**config.mk**
```make
export PLATFORM = sky130hd
export DESIGN_NAME = fetch_stage
export DESIGN_NICKNAME = d
export VERILOG_FILES = /design/src/rtl/fetch_stage.sv
export SDC_FILE = /design/constraint.sdc
export NUM_CORES = 1
export LEC_CHECK = 0
export BUFFER_PORTS_ARGS = -buffer_cell sky130_fd_sc_hd__buf_2
export CAP_MARGIN = 20
export CORE_MARGIN = 2
export CORE_UTILIZATION = 26
export DETAILED_ROUTE_END_ITERATION = 12
export PLACE_DENSITY = 0.55
export SLEW_MARGIN = 20
export SYNTH_ARGS = -nofsm -noshare
export SYNTH_HDL_FRONTEND = slang
export SYNTH_SLANG_ARGS = --single-unit
```
**constraint.sdc**
```tcl
create_clock -name clk -period 2.1 [get_ports clk]
set_clock_uncertainty 0.05 [all_clocks]
set_input_delay 0.315 -clock clk [delete_from_list [all_inputs] [get_ports clk]]
set_output_delay 0.315 -clock clk [all_outputs]
set_load 0.05 [all_outputs]
```
**src/rtl/fetch_stage.sv**
```systemverilog
// Instruction fetch stage: owns the PC, registers ir1/pc1/valid1, and freezes after issuing a trap.
// Optional backward-branch predictor is enabled with `define BRANCH_PREDICT_EN.
module fetch_stage #(
  parameter logic [15:0] RESET_PC = 16'h0000,
  parameter logic [7:0]  TRAP_OP  = 8'h00
) (
  input  logic        clk,
  input  logic        reset,
  output logic [15:0] imem_addr,
  input  logic [15:0] imem_data,
  input  logic        stall,
  input  logic        redirect,
  input  logic [15:0] redirect_pc,
  output logic [15:0] ir1,
  output logic [15:0] pc1,
  output logic        valid1,
  output logic        pred_taken1,
  output logic        fetch_halted
);

  typedef enum logic {RUN, TRAPPED} state_t;

  state_t      state_q;
  logic [15:0] pc_q;
  logic [15:0] pc_d;
  logic [15:0] ir1_q;
  logic [15:0] pc1_q;
  logic        valid1_q;
  logic        halted_q;
  logic        is_trap;
  logic        fetch_en;

  assign is_trap  = (imem_data[15:8] == TRAP_OP);
  // A new word is accepted only in RUN with no squash and no interlock.
  assign fetch_en = (state_q == RUN) && !redirect && !stall;

`ifdef BRANCH_PREDICT_EN
  logic pred_hit;
  logic pred_q;

  // Backward bz/bnz are predicted taken; the 8-bit offset is sign-extended.
  assign pred_hit = (imem_data[15:13] == 3'b111) && imem_data[11];
  assign pc_d     = pred_hit ? (pc_q + {{8{imem_data[11]}}, imem_data[11:4]})
                             : (pc_q + 16'd1);

  always_ff @(posedge clk) begin
    if (reset) begin
      pred_q <= 1'b0;
    end else if (fetch_en) begin
      pred_q <= pred_hit;
    end
  end

  assign pred_taken1 = pred_q;
`else
  assign pc_d        = pc_q + 16'd1;
  assign pred_taken1 = 1'b0;
`endif

  always_ff @(posedge clk) begin
    if (reset) begin
      state_q  <= RUN;
      pc_q     <= RESET_PC;
      ir1_q    <= 16'h0000;
      pc1_q    <= 16'h0000;
      valid1_q <= 1'b0;
      halted_q <= 1'b0;
    end else begin
      case (state_q)
        RUN: begin
          if (redirect) begin
            pc_q     <= redirect_pc;
            valid1_q <= 1'b0;
          end else if (!stall) begin
            ir1_q    <= imem_data;
            pc1_q    <= pc_q;
            valid1_q <= 1'b1;
            pc_q     <= pc_d;
            if (is_trap) begin
              state_q  <= TRAPPED;
              halted_q <= 1'b1;
            end
          end
        end
        TRAPPED: begin
          // An older branch resolving late can still squash the trap.
          if (redirect) begin
            pc_q     <= redirect_pc;
            valid1_q <= 1'b0;
            halted_q <= 1'b0;
            state_q  <= RUN;
          end else if (!stall) begin
            valid1_q <= 1'b0;
          end
        end
        default: state_q <= RUN;
      endcase
    end
  end

  assign imem_addr    = pc_q;
  assign ir1          = ir1_q;
  assign pc1          = pc1_q;
  assign valid1       = valid1_q;
  assign fetch_halted = halted_q;

endmodule

```
Word-level counts from Yosys, hierarchy flattened
Index checks and enable logic that the tools add are counted.
{"block": "totals", "word_cells": 40, "reg_bits": 51, "in_bits": 36, "out_inout_bits": 51}
{"block": "op_classes", "n_mux": 19, "n_bitwise": 3, "n_reduce_logical": 5, "n_addsub": 1, "n_eq_ne": 6}
{"op": "$mux W16", "count": 3}
{"op": "$pmux W16 S2", "count": 1}
{"op": "$add A16 B1 Y16 const B", "count": 1}
{"op": "$mux W1", "count": 12}
{"op": "$logic_not A8 Y1", "count": 1}
{"op": "$ne A2 B2 Y1 const B", "count": 4}
{"op": "$ne A3 B3 Y1 const B", "count": 2}
{"op": "$pmux W1 S2", "count": 3}
{"op": "$reduce_and A2 Y1", "count": 2}
{"op": "$reduce_and A4 Y1", "count": 1}
{"op": "$not A1 Y1", "count": 3}
{"op": "$reduce_and A3 Y1", "count": 1}

Longest topological paths before layout
{"block": "logic_depth", "word_depth": 5, "ltp_mapped": 6, "ltp_nobuf": 5}

Worst setup path after synthesis
No wires, ideal clock.
{"block": "synth_timing", "path_type": "flip-flop to flip-flop", "start": "register pc_q[0] (netlist: imem_addr[0])", "end": "register pc_q[14] (netlist: imem_addr[14])", "period_less_slack_ns": 2.053, "slack_ns": 0.047, "setup_ns": 0.120, "n_path_buf": 0, "t_arrival_ns": 1.884, "path_stages_with_launch": 6, "cell_sequence": "dfxtp_1 > ha_1 > nor3b_4 > nand3_1 > o31a_1 > o31a_1"}
{"block": "synth_between", "elab_chain_len": 4}
{"element": "from (decl)", "line": "24", "text": "logic [15:0] pc_q;"}
{"element": "from (signal assigned)", "line": "72", "text": "pc_q <= redirect_pc;"}
{"element": "from (signal assigned)", "line": "78", "text": "pc_q <= pc_d;"}
{"element": "from (signal assigned)", "line": "88", "text": "pc_q <= redirect_pc;"}
{"element": "$add A16 B1 Y16", "line": "56", "text": "assign pc_d = pc_q + 16'd1;"}
{"element": "$mux W16", "line": "74", "text": "end else if (!stall) begin"}
{"element": "$mux W16", "line": "71", "text": "if (redirect) begin"}
{"element": "$pmux W16 S2", "line": "69", "text": "case (state_q)"}
Every way passes these cells. The select of a mux whose other input is x is not followed.
A chain may end at the register's enable or synchronous reset.

Worst setup path in the final report
Ends and elaborated chain as after synthesis.

==> flow_summary.toml <==
[run_status]
status = "complete, no violations"

[synthesis]
synth.avg_cell_area_um2 = 8.09
ys_seq_elements = 51
synth-edff-count = 0
synth_top_cell_by_area = "dfxtp_1"
yosys_warnings = 0
async_reset_ff_frac = 0
ys_types = 33
synth_area_leaders = "dfxtp_1 (48%), nand2_1 (13%), a21oi_1 (9.6%), xor2_1 (2.9%), clkbuf_1 (2.3%)"
yosysMostFrequentCell = "nand2_1"
yosysSeqAreaShare = 0.478
synth_top_cell_area_share = 0.478
syn_nets = 301
synth_commonest_cells = "nand2_1 (73), dfxtp_1 (51), a21oi_1 (41)"
synth_area_mm2 = 0.00214
netlist_instances = 264
ys.flop_type = "dfxtp_1"

[power]
p_sw_mw = 0.662
power_frac_seq = 0.487
vdd_drop_max_mv = 0.275
pwr-share-clk = 0.331
p_int_mw = 1.51
p_per_area_mw_per_mm2 = 779
p_leak_nw = 1.23
combPwrFrac = 0.182
total_power_mw = 2.17
swShare = 0.305

[cts]
cts_setup_buffers = 0
clock_latency_ps = 300
cts_hold_buf = 0
clkTransAtPathRegs_ps = 100
htreeDepth = 2
clock_sinks = 51
clk_path_buf_depth = 2
ctsResizeCount = 0
root_buffer = "clkbuf_8"
cts_tree = "done"
cts_made_buffers = 5

[setup_path]
critPathLaunchType = "flip-flop"
cp_top_family = "compound AO/OA/AOI/OAI gates"
cp_slowest_cell = "dfxtp_1"
worstSetupEndpointType = "flip-flop"
crit_required_ps = 2250
cp_cell_sequence = "ha_1 > nor3b_4 > nand3_1 > o31a_1 > o31a_1"
worstPathArrival_ps = 1950
crit_type = "flip-flop to flip-flop"
crit_top_cell = "o31a_1"
max_stage_delay_ps = 410
crit_path_max_fanout = 6
critPathBufInv = 0

[placed_design]
gp_congestion = 0.765
dp_hpwl_mm = 4.31
port_buffers = 85
numPlacedInstances = 443
place_area_mm2 = 0.00267
preCtsSetupSlack_ps = 300

[sta]
rsz0062_at_grt = "false"
holdWs_ps = 190
tns_ps = 0
timing.fmax_mhz = 557
max_slew_margin = 0.652
layout_setup_ws_ps = 304
fin_crit_sh = 0.855
setup_violations = 0
finalHoldViolCount = 0
tightestPinTransition_ps = 521
slew_viol_final = 0
period_needed_ps = 1800

[route]
vias = 2047
drc = 0
first_pass_iters = 4
totalWireLength_mm = 5.87
drt_iter0_drc = 128
viasPerCell = 4.54
ant_nets = 0
wl_per_cell_um = 13.0

[floorplan]
dieArea_mm2 = 0.00896
die_w_um = 94.7
die_h_um = 94.7
core_area_mm2 = 0.00809
pin_count = 87
initial_utilization = 0.264
rows = 33

[global_routing]
grt.total_usage = 0.132
grt_max_degree = 33
grt_pass1_vias = 1828
overflow = 0
antenna_found_initial = 0
grt_first_pass_wirelength_mm = 9.17

[final_layout]
final_util = 0.344
layout.cells.non_filler = 451
fin_area_mm2 = 0.00279
area_delta_synth_final_pct = 30.4
drive_gt1_frac = 0.301
num_antenna_cells = 0
final_nets = 382

[min_path]
worst_hold_path_type = "input port to flip-flop"

[run]
drv_cap = 0
cell usage in the layout, fill, tap and decap left out, drive strengths merged, types with 4 or more instances in the layout:
| cell type | Yosys | final |
|---|---|---|
| dfxtp | 51 | 51 |
| nor2 | 11 | 11 |
| clkbuf | 13 | 6 |
| o21a | 5 | 5 |
| xnor2 | 4 | 4 |
| inv | 6 | 6 |
| xor2 | 7 | 7 |
| a211oi | 5 | 5 |
| nand4 | 6 | 6 |
| a21oi | 41 | 41 |
| nand3 | 6 | 6 |
| buf | 5 | 92 |
| nand2 | 73 | 73 |
routing by layer:
| layer | track usage | routed length (um) | vias up |
|---|---|---|---|
| met2 | 0.208 | 2640 | 61 |
| met5 | 0 | 0 | - |
| li1 | - | - | 1051 |
| met3 | 0.0367 | 372 | 7 |
| met1 | 0.177 | 2790 | 928 |
| met4 | 0.0338 | 59 | 0 |
power by group through the flow:
stage	clock network [mW]	logic (mW)	registers (mW)
3_3_place_gp	0	0.398	1.08
6_report	0.719	0.395	1.06
4_1_cts	0.744	0.399	1.06
2_1_floorplan	0	0.122	1.23
3_5_place_dp	0	0.398	1.08
5_1_grt	0.782	0.426	1.07
flip-flops by register name, summed over array words and instances (netlist names):
register and cells:
imem_addr 16, ir1 16, pc1 16, fetch_halted 1
state_q 1, valid1 1
worst reg2reg max path: stages (launching register included):
cell	delay [ps]
dfxtp_1	410
ha_1	170
nor3b_4	330
nand3_1	190
o31a_1	320
o31a_1	230
final cells by class:
| type | instances | area, um^2 |
|---|---|---|
| clock buffers | 6 | 82.6 |
| clock inverters | 2 | 35.0 |
| fillers | 905 | 5310 |
| inverters | 7 | 26.3 |
| multi-input cells | 188 | 1010 |
| flip-flops and latches | 51 | 1020 |
| well taps | 105 | 131 |
| repair buffers | 92 | 478 |
logic make-up (layout without fill, tap and decap cells):
family                     Yosys count  in the layout  share of synthesized area
muxes                                2              2                    0.00937
DFF                                 51             51                      0.478
adders and majority gates            1              1                    0.00585
AOI/OAI and AO/OA                   60             60                      0.163
and+or+nand+nor                    113            113                      0.247
xor gates and xnor gates            11             11                     0.0451
other                                1              1                    0.00175
buffers and inverters               25            107                     0.0503
path summary, 6_finish.rpt:
kind / cells after the start / startpoint / endpoint / slack [ps]
setup / recovery: 5 / imem_addr[0] / imem_addr[14] / 300
setup reg to reg: 5 / imem_addr[0] / imem_addr[14] / 300
hold / removal: 3 / imem_data[1] / ir1[1] / 190
hold reg to reg: 2 / ir1[6] / ir1[6] / 410
Power figures use the tool's default switching activity.
